**src/rtl/ipsxe_floating_point_fixed_accum_v1_0_pkg.sv**
```systemverilog
// rtl/ipsxe_floating_point_fixed_accum_v1_0_pkg.sv - shared widths, saturation limits and sign extension
package ipsxe_floating_point_fixed_accum_v1_0_pkg;

  // Widest accumulator any instance may use; helpers work at this width and callers cast down.
  localparam int MAX_W = 128;

  function automatic int acc_width(input int int_bit, input int frac_bit, input int guard_bit);
    return int_bit + frac_bit + guard_bit;
  endfunction

  // Lower w bits hold {0,1..1}.
  function automatic logic [MAX_W-1:0] acc_max(input int w);
    return (MAX_W'(1) << (w - 1)) - MAX_W'(1);
  endfunction

  // Lower w bits hold {1,0..0}.
  function automatic logic [MAX_W-1:0] acc_min(input int w);
    return MAX_W'(1) << (w - 1);
  endfunction

  function automatic logic [MAX_W-1:0] sign_ext(input logic [MAX_W-1:0] x, input int w);
    logic [MAX_W-1:0] r;
    for (int i = 0; i < MAX_W; i++) begin
      r[i] = (i < w) ? x[i] : x[w-1];
    end
    return r;
  endfunction

endpackage

```
**src/rtl/ipsxe_floating_point_fixed_accum_v1_0_if.sv**
```systemverilog
// rtl/ipsxe_floating_point_fixed_accum_v1_0_if.sv - input beat, result stream and flag bundle
interface ipsxe_floating_point_fixed_accum_v1_0_if #(
  parameter int IN_BIT  = 32,
  parameter int ACC_BIT = 40
);
  logic               i_aclken;
  logic [IN_BIT-1:0]  i_axi4s_a_tdata;
  logic               i_axi4s_a_tvalid;
  logic               i_axi4s_a_tlast;
  logic               i_invalid_op;
  logic               i_overflow;
  logic               o_axi4s_a_tready;
  logic [ACC_BIT-1:0] o_axi4s_result_tdata;
  logic               o_axi4s_result_tvalid;
  logic               o_axi4s_result_tlast;
  logic               i_m_axis_result_tready;
  logic               o_invalid_op;
  logic               o_overflow;

  modport slave (
    input  i_aclken, i_axi4s_a_tdata, i_axi4s_a_tvalid, i_axi4s_a_tlast,
    input  i_invalid_op, i_overflow, i_m_axis_result_tready,
    output o_axi4s_a_tready, o_axi4s_result_tdata, o_axi4s_result_tvalid,
    output o_axi4s_result_tlast, o_invalid_op, o_overflow
  );

  modport master (
    output i_aclken, i_axi4s_a_tdata, i_axi4s_a_tvalid, i_axi4s_a_tlast,
    output i_invalid_op, i_overflow, i_m_axis_result_tready,
    input  o_axi4s_a_tready, o_axi4s_result_tdata, o_axi4s_result_tvalid,
    input  o_axi4s_result_tlast, o_invalid_op, o_overflow
  );
endinterface

```
**src/rtl/ipsxe_floating_point_sat_add_v1_0.sv**
```systemverilog
// rtl/ipsxe_floating_point_sat_add_v1_0.sv - combinational two's-complement adder clamping to W bits
module ipsxe_floating_point_sat_add_v1_0
  import ipsxe_floating_point_fixed_accum_v1_0_pkg::*;
#(
  parameter int W = 40
) (
  input  logic [W-1:0] a,
  input  logic [W-1:0] b,
  output logic [W-1:0] sum,
  output logic         sat
);
  localparam logic [MAX_W-1:0] MAX_V = acc_max(W);
  localparam logic [MAX_W-1:0] MIN_V = acc_min(W);

  logic [W:0] full;

  assign full = {a[W-1], a} + {b[W-1], b};
  // The top two bits of the W+1 sum disagree exactly when the result left the W-bit range.
  assign sat  = full[W] ^ full[W-1];
  assign sum  = !sat ? full[W-1:0] : (full[W] ? W'(MIN_V) : W'(MAX_V));
endmodule

```
**src/rtl/ipsxe_floating_point_fixed_accum_v1_0.sv**
```systemverilog
// rtl/ipsxe_floating_point_fixed_accum_v1_0.sv - per-packet saturating fixed-point accumulator
module ipsxe_floating_point_fixed_accum_v1_0
  import ipsxe_floating_point_fixed_accum_v1_0_pkg::*;
#(
  parameter int FIXED_INT_BIT  = 32,
  parameter int FIXED_FRAC_BIT = 0,
  parameter int GUARD_BIT      = 8
) (
  input logic i_aclk,
  input logic i_areset,
  ipsxe_floating_point_fixed_accum_v1_0_if.slave bus
);
  localparam int IN_BIT  = FIXED_INT_BIT + FIXED_FRAC_BIT;
  localparam int ACC_BIT = acc_width(FIXED_INT_BIT, FIXED_FRAC_BIT, GUARD_BIT);

  logic               first_beat;
  logic               accept;
  logic               sat;
  logic [ACC_BIT-1:0] beat_ext;
  logic [ACC_BIT-1:0] addend;
  logic [ACC_BIT-1:0] sum;

  assign bus.o_axi4s_a_tready = !bus.o_axi4s_result_tvalid || bus.i_m_axis_result_tready;
  assign accept   = bus.i_axi4s_a_tvalid && bus.o_axi4s_a_tready && bus.i_aclken;
  assign beat_ext = ACC_BIT'(sign_ext(MAX_W'(bus.i_axi4s_a_tdata), IN_BIT));
  // The result register doubles as the accumulator; a new packet adds to zero instead.
  assign addend   = first_beat ? '0 : bus.o_axi4s_result_tdata;

  ipsxe_floating_point_sat_add_v1_0 #(.W(ACC_BIT)) u_sat_add (
    .a   (addend),
    .b   (beat_ext),
    .sum (sum),
    .sat (sat)
  );

  always_ff @(posedge i_aclk or posedge i_areset) begin
    if (i_areset) begin
      bus.o_axi4s_result_tdata  <= '0;
      bus.o_axi4s_result_tvalid <= 1'b0;
      bus.o_axi4s_result_tlast  <= 1'b0;
      bus.o_invalid_op          <= 1'b0;
      bus.o_overflow            <= 1'b0;
      first_beat                <= 1'b1;
    end else if (bus.i_aclken) begin
      if (accept) begin
        bus.o_axi4s_result_tdata  <= sum;
        bus.o_axi4s_result_tvalid <= 1'b1;
        bus.o_axi4s_result_tlast  <= bus.i_axi4s_a_tlast;
        bus.o_invalid_op          <= bus.i_invalid_op | (!first_beat & bus.o_invalid_op);
        bus.o_overflow            <= bus.i_overflow | sat | (!first_beat & bus.o_overflow);
        first_beat                <= bus.i_axi4s_a_tlast;
      end else if (bus.i_m_axis_result_tready) begin
        bus.o_axi4s_result_tvalid <= 1'b0;
      end
    end
  end
endmodule

```
**src/flat_wrapper.sv**
```systemverilog
// flat-port wrapper written by rule: the top's interface ports become plain ports
module ipsxe_floating_point_fixed_accum_v1_0_flat import ipsxe_floating_point_fixed_accum_v1_0_pkg::*;
#(
  parameter int FIXED_INT_BIT  = 32,
  parameter int FIXED_FRAC_BIT = 0,
  parameter int GUARD_BIT      = 8
)
  (i_aclk, i_areset, bus_i_aclken, bus_i_axi4s_a_tdata, bus_i_axi4s_a_tvalid, bus_i_axi4s_a_tlast, bus_i_invalid_op, bus_i_overflow, bus_i_m_axis_result_tready, bus_o_axi4s_a_tready, bus_o_axi4s_result_tdata, bus_o_axi4s_result_tvalid, bus_o_axi4s_result_tlast, bus_o_invalid_op, bus_o_overflow);
  ipsxe_floating_point_fixed_accum_v1_0_if #(.IN_BIT(32), .ACC_BIT(40)) bus_i ();
  input logic i_aclk;
  input logic i_areset;
  input wire logic [$bits(bus_i.i_aclken)-1:0] bus_i_aclken;
  input wire logic [$bits(bus_i.i_axi4s_a_tdata)-1:0] bus_i_axi4s_a_tdata;
  input wire logic [$bits(bus_i.i_axi4s_a_tvalid)-1:0] bus_i_axi4s_a_tvalid;
  input wire logic [$bits(bus_i.i_axi4s_a_tlast)-1:0] bus_i_axi4s_a_tlast;
  input wire logic [$bits(bus_i.i_invalid_op)-1:0] bus_i_invalid_op;
  input wire logic [$bits(bus_i.i_overflow)-1:0] bus_i_overflow;
  input wire logic [$bits(bus_i.i_m_axis_result_tready)-1:0] bus_i_m_axis_result_tready;
  output wire logic [$bits(bus_i.o_axi4s_a_tready)-1:0] bus_o_axi4s_a_tready;
  output wire logic [$bits(bus_i.o_axi4s_result_tdata)-1:0] bus_o_axi4s_result_tdata;
  output wire logic [$bits(bus_i.o_axi4s_result_tvalid)-1:0] bus_o_axi4s_result_tvalid;
  output wire logic [$bits(bus_i.o_axi4s_result_tlast)-1:0] bus_o_axi4s_result_tlast;
  output wire logic [$bits(bus_i.o_invalid_op)-1:0] bus_o_invalid_op;
  output wire logic [$bits(bus_i.o_overflow)-1:0] bus_o_overflow;
  assign bus_i.i_aclken = bus_i_aclken;
  assign bus_i.i_axi4s_a_tdata = bus_i_axi4s_a_tdata;
  assign bus_i.i_axi4s_a_tvalid = bus_i_axi4s_a_tvalid;
  assign bus_i.i_axi4s_a_tlast = bus_i_axi4s_a_tlast;
  assign bus_i.i_invalid_op = bus_i_invalid_op;
  assign bus_i.i_overflow = bus_i_overflow;
  assign bus_i.i_m_axis_result_tready = bus_i_m_axis_result_tready;
  assign bus_o_axi4s_a_tready = bus_i.o_axi4s_a_tready;
  assign bus_o_axi4s_result_tdata = bus_i.o_axi4s_result_tdata;
  assign bus_o_axi4s_result_tvalid = bus_i.o_axi4s_result_tvalid;
  assign bus_o_axi4s_result_tlast = bus_i.o_axi4s_result_tlast;
  assign bus_o_invalid_op = bus_i.o_invalid_op;
  assign bus_o_overflow = bus_i.o_overflow;
  ipsxe_floating_point_fixed_accum_v1_0 #(.FIXED_INT_BIT(FIXED_INT_BIT), .FIXED_FRAC_BIT(FIXED_FRAC_BIT), .GUARD_BIT(GUARD_BIT)) u_core (.i_aclk(i_aclk), .i_areset(i_areset), .bus(bus_i));
endmodule
```
**config.mk**
```make
export PLATFORM = sky130hd
export DESIGN_NAME = ipsxe_floating_point_fixed_accum_v1_0_flat
export DESIGN_NICKNAME = d
export VERILOG_FILES = /design/src/rtl/ipsxe_floating_point_fixed_accum_v1_0_pkg.sv /design/src/rtl/ipsxe_floating_point_fixed_accum_v1_0_if.sv /design/src/rtl/ipsxe_floating_point_sat_add_v1_0.sv /design/src/rtl/ipsxe_floating_point_fixed_accum_v1_0.sv /design/src/flat_wrapper.sv
export SDC_FILE = /design/constraint.sdc
export NUM_CORES = 1
export LEC_CHECK = 0
export BUFFER_PORTS_ARGS = -buffer_cell sky130_fd_sc_hd__buf_2
export CAP_MARGIN = 20
export CELL_PAD_IN_SITES_DETAIL_PLACEMENT = 0
export CELL_PAD_IN_SITES_GLOBAL_PLACEMENT = 1
export CORE_ASPECT_RATIO = 2
export CORE_MARGIN = 4
export CORE_UTILIZATION = 42
export CTS_BUF_LIST = sky130_fd_sc_hd__clkbuf_4 sky130_fd_sc_hd__clkbuf_8 sky130_fd_sc_hd__clkbuf_16
export DETAILED_ROUTE_END_ITERATION = 16
export PLACE_DENSITY_LB_ADDON = 0.05
export REMOVE_ABC_BUFFERS = 1
export SLEW_MARGIN = 0
export SYNTH_ARGS = -nofsm -noshare
export SYNTH_HDL_FRONTEND = slang
export SYNTH_SLANG_ARGS = --single-unit
```
**constraint.sdc**
```tcl
create_clock -name i_aclk -period 4.4 [get_ports i_aclk]
set_input_delay 0.22 -clock i_aclk [delete_from_list [all_inputs] [get_ports i_aclk]]
set_output_delay 0.22 -clock i_aclk [all_outputs]
set_load 0.01 [all_outputs]
```
==> results of run 1 <==
## worst paths after layout
kind	startpoint	endpoint	cells past startpoint
max	u_core.first_beat$_DFFE_PP1P_	u_core.bus.o_axi4s_result_tdata[29]$_DFFE_PP0P_	13
min	bus_i_axi4s_a_tlast	u_core.bus.o_axi4s_result_tlast$_DFFE_PP0P_	3
max reg2reg	u_core.first_beat$_DFFE_PP1P_	u_core.bus.o_axi4s_result_tdata[29]$_DFFE_PP0P_	13
min reg2reg	u_core.bus.o_axi4s_result_tlast$_DFFE_PP0P_	u_core.bus.o_axi4s_result_tlast$_DFFE_PP0P_	2
max in group asynchronous	i_areset	u_core.bus.o_axi4s_result_tdata[1]$_DFFE_PP0P_	4
min in group asynchronous	i_areset	u_core.bus.o_axi4s_result_tlast$_DFFE_PP0P_	3
## repair_timing
item,in CTS,in global routing
hold buffers,0,1
gates resized for setup,0,0
endpoints found under the hold margin,0,4
## cells by family after synthesis
logic type	count (synthesis)	synth area share, %
fa+ha+maj	43	11.4
xor+xnor	33	6.07
simple gates	189	20.3
buf+inv	52	5.57
flops	45	23.7
mux	2	0.473
compound gates	238	32.5
## cells in the final DEF (no fill, tap or decap), drive strengths merged, types with 12 or more instances in the layout
| cell | netlist | routed |
|---|---|---|
| ha | 40 | 40 |
| xnor2 | 17 | 17 |
| buf | 21 | 98 |
| o21ai | 78 | 78 |
| a22o | 12 | 12 |
| nor2b | 44 | 44 |
| a21o | 21 | 21 |
| nor2 | 20 | 20 |
| a21oi | 60 | 60 |
| dfrtp | 44 | 44 |
| inv | 13 | 14 |
| nand3 | 16 | 16 |
| nand2 | 70 | 70 |
| xor2 | 16 | 16 |
## flip-flops by register name, summed over array words and instances, names as in the netlist
name                              cells
u_core.bus.o_invalid_op               1
u_core.bus.o_axi4s_result_tdata      40
u_core.bus.o_axi4s_result_tlast       1
u_core.bus.o_overflow                 1
u_core.first_beat                     1
u_core.bus.o_axi4s_result_tvalid      1
## metal layers
layer,share of wire (%),track usage [%],routed length (um)
met1,37,23.2,5440
met2,56,45.0,8280
met3,3.3,2.28,496
met4,4.6,11.5,678
met5,0,0,0
## metrics by stage
step                      cells  setup WS [ns]  utilization (%)
after global placement      799          0.605             47.5
after global routing        810          0.216             49.6
final                       810          0.497             49.6
after CTS                   807          0.490             49.2
after floorplan             563          0.431                -
after detailed placement    799          0.512             47.5
## critical path, stage by stage, from the launching register on
cell and delay (ns):
dfstp_2 0.67, buf_4 0.30, nor2b_1 0.08, ha_1 0.45, inv_1 0.16, o31ai_1 0.50
a221oi_2 0.13, o32ai_1 0.22, nor3b_2 0.13, o311ai_4 0.35, buf_4 0.33, o21a_1 0.16
buf_4 0.20, a22o_1 0.15
## report_power, final
part	total, mW	internal (mW)	switching, mW
clock network	0.525	0.329	0.197
logic	2.66	1.07	1.58
registers	0.736	0.597	0.139
## cell type report
class | instances | area, um^2 | area share (%)
tap | 140 | 175 | 3.20
clock inverter | 3 | 68.8 | 1.26
inverter | 13 | 48.8 | 0.892
timing repair buffer | 99 | 556 | 10.2
sequential | 45 | 1130 | 20.6
multi-input combinational | 505 | 3370 | 61.6
clock buffer | 5 | 125 | 2.29
==> qor.yml, run 1 <==
status: "completed"
setup_tns_ns: 0
fin_nets: 750
synthMostInstantiatedCell: "nand2_1"
synthArstFlopShare_pct: 100
synth_area_mm2: 0.00476
hold_slack_ns: 0.152
path_clk_slew_ns: 0.07
ys_seq_area_share_pct: 23.7
synthTopCellsByArea: "dfrtp_1, ha_1, a21oi_1, nor2b_1, nand2_1"
setup_viol: 0
p_per_area_mw_per_mm2: 717
grt_pass1_vias: 4879
synth_edf_count: 0
placed_area_mm2: 0.00523
rsz0062_at_grt: "no"
ys_ff_latch: 45
via_count: 4696
worst_slew_pin_slew_ns: 0.573
cts_buffers: 5
grt_max_degree: 46
synth.avg_cell_area_um2: 7.91
hold_class: "input port to register"
regToRegSetupSlack_ns: 0.50
die_area_mm2: 0.0132
antenna_found_initial: 0
h-tree-depth: 2
worstSetupStartpointType: "register"
worstSetupPathType: "register to register"
clock_skew_ns: 0.00647
core_mm2: 0.0110
grt_remaining_overflow: 0
synth_cells: 602
synth_top_area_share_pct: 23.1
final_max_slew_viol_count: 0
cts.sinks: 45
via_per_inst: 5.80
cts_max_path_buffers: 2
drt.antenna.violating_nets: 0
critPathMaxFanout: 26
grt_first_pass_wirelength_um: 24000
fmax_mhz: 256
ys_top_cells_by_count: "nand2_1, a21oi_1, o21ai_0"
layout-drive-gt1-share_pct: 19.3
fp.dieH_um: 159
grt_util_all_layers_pct: 22.7
yosys.area.top_type: "dfrtp_1"
cts_tree: "yes"
cp_data_arrival_time_ns: 4.14
worstPathRequired_ns: 4.64
fillers: 1137
ir_worst_vdd_mv: 0.374
cts-root-buf: "clkbuf_16"
insertedDiodeCount: 0
cp-end-kind: "register"
fp.dieW_um: 83.3
drt_iter0_markers: 210
wl_per_cell_um: 18.4
start_util_pct: 43.2
relSlewSlack_pct: 61.7
io_buffer_count: 84
clk_latency_ns: 0.30
post_cts_buffers: 0
dp_hpwl_um: 11400
drc: 0
firstDrtPassIters: 4
hold_viol: 0
power_mw: 3.92
finalCritPeriodShare_pct: 88.7
maxCapViolations: 0
layout_min_cycle_time_ns: 3.90
ys.flop_type: "dfrtp_1"
synthToLayoutAreaGrowth_pct: 14.9
synth_warnings: 0
synth.distinct_cells: 71
gp_routability_congestion: 0.925
post-route-cell-area_mm2: 0.00547
p_leak_nw: 2.59
routed_wl_um: 14900
rows: 54
ios: 85
Note: power is estimated with default switching activity, not from simulation.
==> inputs of run 2 (changes only) <==
--- a/config.mk
+++ b/config.mk
@@ -10,8 +10,8 @@
 export CELL_PAD_IN_SITES_DETAIL_PLACEMENT = 0
 export CELL_PAD_IN_SITES_GLOBAL_PLACEMENT = 1
 export CORE_ASPECT_RATIO = 2
-export CORE_MARGIN = 4
-export CORE_UTILIZATION = 42
+export CORE_MARGIN = 2
+export CORE_UTILIZATION = 44
 export CTS_BUF_LIST = sky130_fd_sc_hd__clkbuf_4 sky130_fd_sc_hd__clkbuf_8 sky130_fd_sc_hd__clkbuf_16
 export DETAILED_ROUTE_END_ITERATION = 16
 export PLACE_DENSITY_LB_ADDON = 0.05
@@ -19,4 +19,5 @@
 export SLEW_MARGIN = 0
 export SYNTH_ARGS = -nofsm -noshare
 export SYNTH_HDL_FRONTEND = slang
+export SYNTH_HIERARCHICAL = 1
 export SYNTH_SLANG_ARGS = --single-unit
==> run 2 against run 1 <==
Final cell count fell by 7.4%; core utilization increased by 1.3 points; first-iteration DRC count down 45%; combinational power rose by 21%; total power increased by 14%; clock-buffer cell count rose by 1; clock power is 13% lower; via count fell by 9.1%; largest cell class unchanged; largest power group unchanged.
==> qor.yml, run 2 <==
layout-drive-gt1-share_pct: 32.9  # +14 points
fin_util_pct: 50.9  # +1.3 points
worstSetupStartpointType: "register"
cts_buffers: 5  # unchanged
cts.sinks: 45  # unchanged
via_count: 4271  # -9.1%
grt_max_degree: 46  # unchanged
status: "completed"
ys_top_cells_by_count: "dfrtp_1, nor2b_1, a21oi_1"
synth_cells: 534  # -11%
cts_max_path_buffers: 2  # unchanged
p_leak_nw: 2.73  # +5.5%
maxCapViolations: 0  # unchanged
hold_slack_ns: 0.146  # -0.00568 ns
fin_nets: 688  # -8.3%
synth.distinct_cells: 63  # -11%
worstPathRequired_ns: 4.59  # -0.05 ns
stdcell_count: 750  # -7.4%
largest_register_ffs: 40  # unchanged
setup_viol: 0  # unchanged
fp.dieW_um: 79.8  # -4.1%
synthArstFlopShare_pct: 100  # unchanged
power_mw: 4.45  # +14%
hold_viol: 0  # unchanged
muxShareOfSynthArea_pct: 12.4  # +12 points
synth-compound-area-share_pct: 19.8  # -13 points
cp_data_arrival_time_ns: 4.24  # +0.10 ns
h-tree-depth: 2  # unchanged
regToRegSetupSlack_ns: 0.35  # -0.15 ns
antenna_found_initial: 0  # unchanged
wl_per_cell_um: 18.9  # +2.6%
rsz0062_at_grt: "no"
ys_seq_area_share_pct: 22.3  # -1.4 points
rows: 55  # +1.9%
crit-reg2reg-launch: "u_core/first_beat$_DFFE_PP1P_"
grt_first_pass_wirelength_um: 22600  # -5.8%
synth_top_area_share_pct: 21.8  # -1.4 points
gp_routability_congestion: 0.842  # -8.9%
routed_wl_um: 14200  # -5.0%
yosys.area_share.simple_pct: 15.3  # -5.0 points
ios: 85  # unchanged
ys_ff_latch: 45  # unchanged
drt.antenna.violating_nets: 0  # unchanged
worstSetupPathType: "register to register"
final_common_cell: "buf_2"
start_util_pct: 44.8  # +1.6 points
rr_endpoint: "u_core/bus.o_axi4s_result_tdata[0]$_DFFE_PP0P_"
dp_hpwl_um: 10900  # -4.9%
synthToLayoutAreaGrowth_pct: 13.6
fmax_mhz: 247  # -3.7%
synth_warnings: 6  # +6
die_area_mm2: 0.0124  # -5.9%
firstDrtPassIters: 4  # unchanged
synth.avg_cell_area_um2: 9.47  # +20%
synthTopCellsByArea: "dfrtp_1, mux2_4, ha_1, maj3_2, nor2b_1"
yosys.area.top_type: "dfrtp_1"
fp.dieH_um: 156  # -1.8%
r2r_cells: 12  # -1
core_mm2: 0.0113  # +2.5%
cts-root-buf: "clkbuf_16"
synth_edf_count: 0  # unchanged
finalCritPeriodShare_pct: 92.1  # +3.4 points
synth_area_mm2: 0.00506  # +6.3%
dp.cells: 740  # -7.4%
relSlewSlack_pct: 43.2  # -19 points
insertedDiodeCount: 0  # unchanged
regMostFlops: "u_core/bus.o_axi4s_result_tdata"
ys.flop_type: "dfrtp_1"
grt_pass1_vias: 4544  # -6.9%
clk_latency_ns: 0.30  # about the same
synth_top_family_by_area: "compound AO/OA/AOI/OAI gates"
critPathMaxFanout: 32  # +23%
grt_remaining_overflow: 0  # unchanged
clock_skew_ns: 0.00980  # +0.00333 ns
io_buffer_count: 84  # unchanged
cp-endpoint: "u_core/bus.o_axi4s_result_tdata[0]$_DFFE_PP0P_"
drc: 0  # unchanged
hold_class: "input port to register"
post_cts_buffers: 0  # unchanged
synthAdderAreaFrac_pct: 18.9  # +7.5 points
grt_util_all_layers_pct: 23.4  # +0.68 points
worst_slew_pin_slew_ns: 0.852  # +0.279 ns
cts_tree: "yes"
final_max_slew_viol_count: 0  # unchanged
path_clk_slew_ns: 0.07  # about the same
mostFrequentLayoutCells: "buf_2, nor2b_1, dfrtp_1, a21oi_1, ha_1"
drt_iter0_markers: 115  # -45%
startpoint: "u_core/first_beat$_DFFE_PP1P_"
layout_min_cycle_time_ns: 4.05  # +0.150 ns
via_per_inst: 5.69  # -1.8%
synth_xor_area_share_pct: 5.71  # -0.36 points
ir_worst_vdd_mv: 0.472  # +26%
p_per_area_mw_per_mm2: 775  # +8.1%
cp-end-kind: "register"
-- run 2: cell types whose count changed after synthesis, moves of 6 or more --
cell,delta
xor2_1,-7
mux2_4,+38
xnor2_1,+7
buf_2,-13
a21oi_1,-16
nand2_1,-36
and3_1,+6
o21ai_0,-24
a22o_1,-9
maj3_2,+36
o21ai_1,-29
-- run 2: cell families after synthesis --
| group | after synthesis |
|---|---|
| buffers and inverters | 43 |
| adders and majority gates | 80 |
| AOI/OAI and AO/OA | 147 |
| muxes | 43 |
| xor gates and xnor gates | 33 |
| DFF | 45 |
| and+or+nand+nor | 143 |
-- run 2: timing repair --
action,4_1_cts,5_1_grt
hold endpoints to repair,0,9
resized for setup,0,1
endpoints found under the setup margin,0,1
hold buffers,0,1
-- run 2: how the worst min path moves through the flow --
stage                     slack [ns]                             endpoint              from  cells past startpoint
after floorplan                 0.36  u_core/bus.o_invalid_op$_DFFE_PP0P_  bus_i_invalid_op                      1
after global placement          0.45  u_core/bus.o_invalid_op$_DFFE_PP0P_  bus_i_invalid_op                      2
after detailed placement        0.46  u_core/bus.o_invalid_op$_DFFE_PP0P_  bus_i_invalid_op                      2
after CTS                       0.14  u_core/bus.o_invalid_op$_DFFE_PP0P_  bus_i_invalid_op                      2
after global routing            0.15  u_core/bus.o_invalid_op$_DFFE_PP0P_  bus_i_invalid_op                      2
final                           0.15  u_core/bus.o_invalid_op$_DFFE_PP0P_  bus_i_invalid_op                      2
-- run 2: final cells by class --
class                   instances  area, um^2
flip-flops and latches         45        1130
repair buffers                 96         563
inverters                      13        48.8
fillers                      1114        5540
clock buffers                   6         133
clock inverters                 2        35.0
multi-input cells             446        3660
well taps                     142         178
-- run 2: routing by layer --
| layer | share of wire, % | up-vias | track usage, % |
|---|---|---|---|
| li1 | - | 2099 | - |
| met1 | 37 | 2073 | 23.1 |
| met2 | 57 | 78 | 47.1 |
| met3 | 2.4 | 21 | 1.91 |
| met4 | 3.3 | 0 | 10.7 |
| met5 | 0 | - | 0 |
-- run 2: critical path: stages (launching register included) --
cell	delay, ns
dfstp_4	0.79
nor2b_1	0.09
ha_1	0.37
a21o_1	0.20
a311o_1	0.34
a221o_1	0.34
or3_4	0.41
o22a_4	0.21
a41oi_4	0.25
a211oi_4	0.11
buf_12	0.19
maj3_1	0.35
mux2_2	0.26
-- run 2: metrics by stage --
stage / TNS [ns] / setup slack, ns / area [um^2]
3_5_place_dp: 0 / 0.249 / 5550
3_3_place_gp: 0 / 0.321 / 5550
6_report: 0 / 0.347 / 5750
4_1_cts: 0 / 0.216 / 5710
5_1_grt: 0 / 0.127 / 5750
2_1_floorplan: -31.54 / -0.842 / 4830
-- run 2: power by group --
part | switching, mW | internal, mW
clock | 0.181 | 0.274
sequential | 0.168 | 0.622
combinational | 1.58 | 1.63
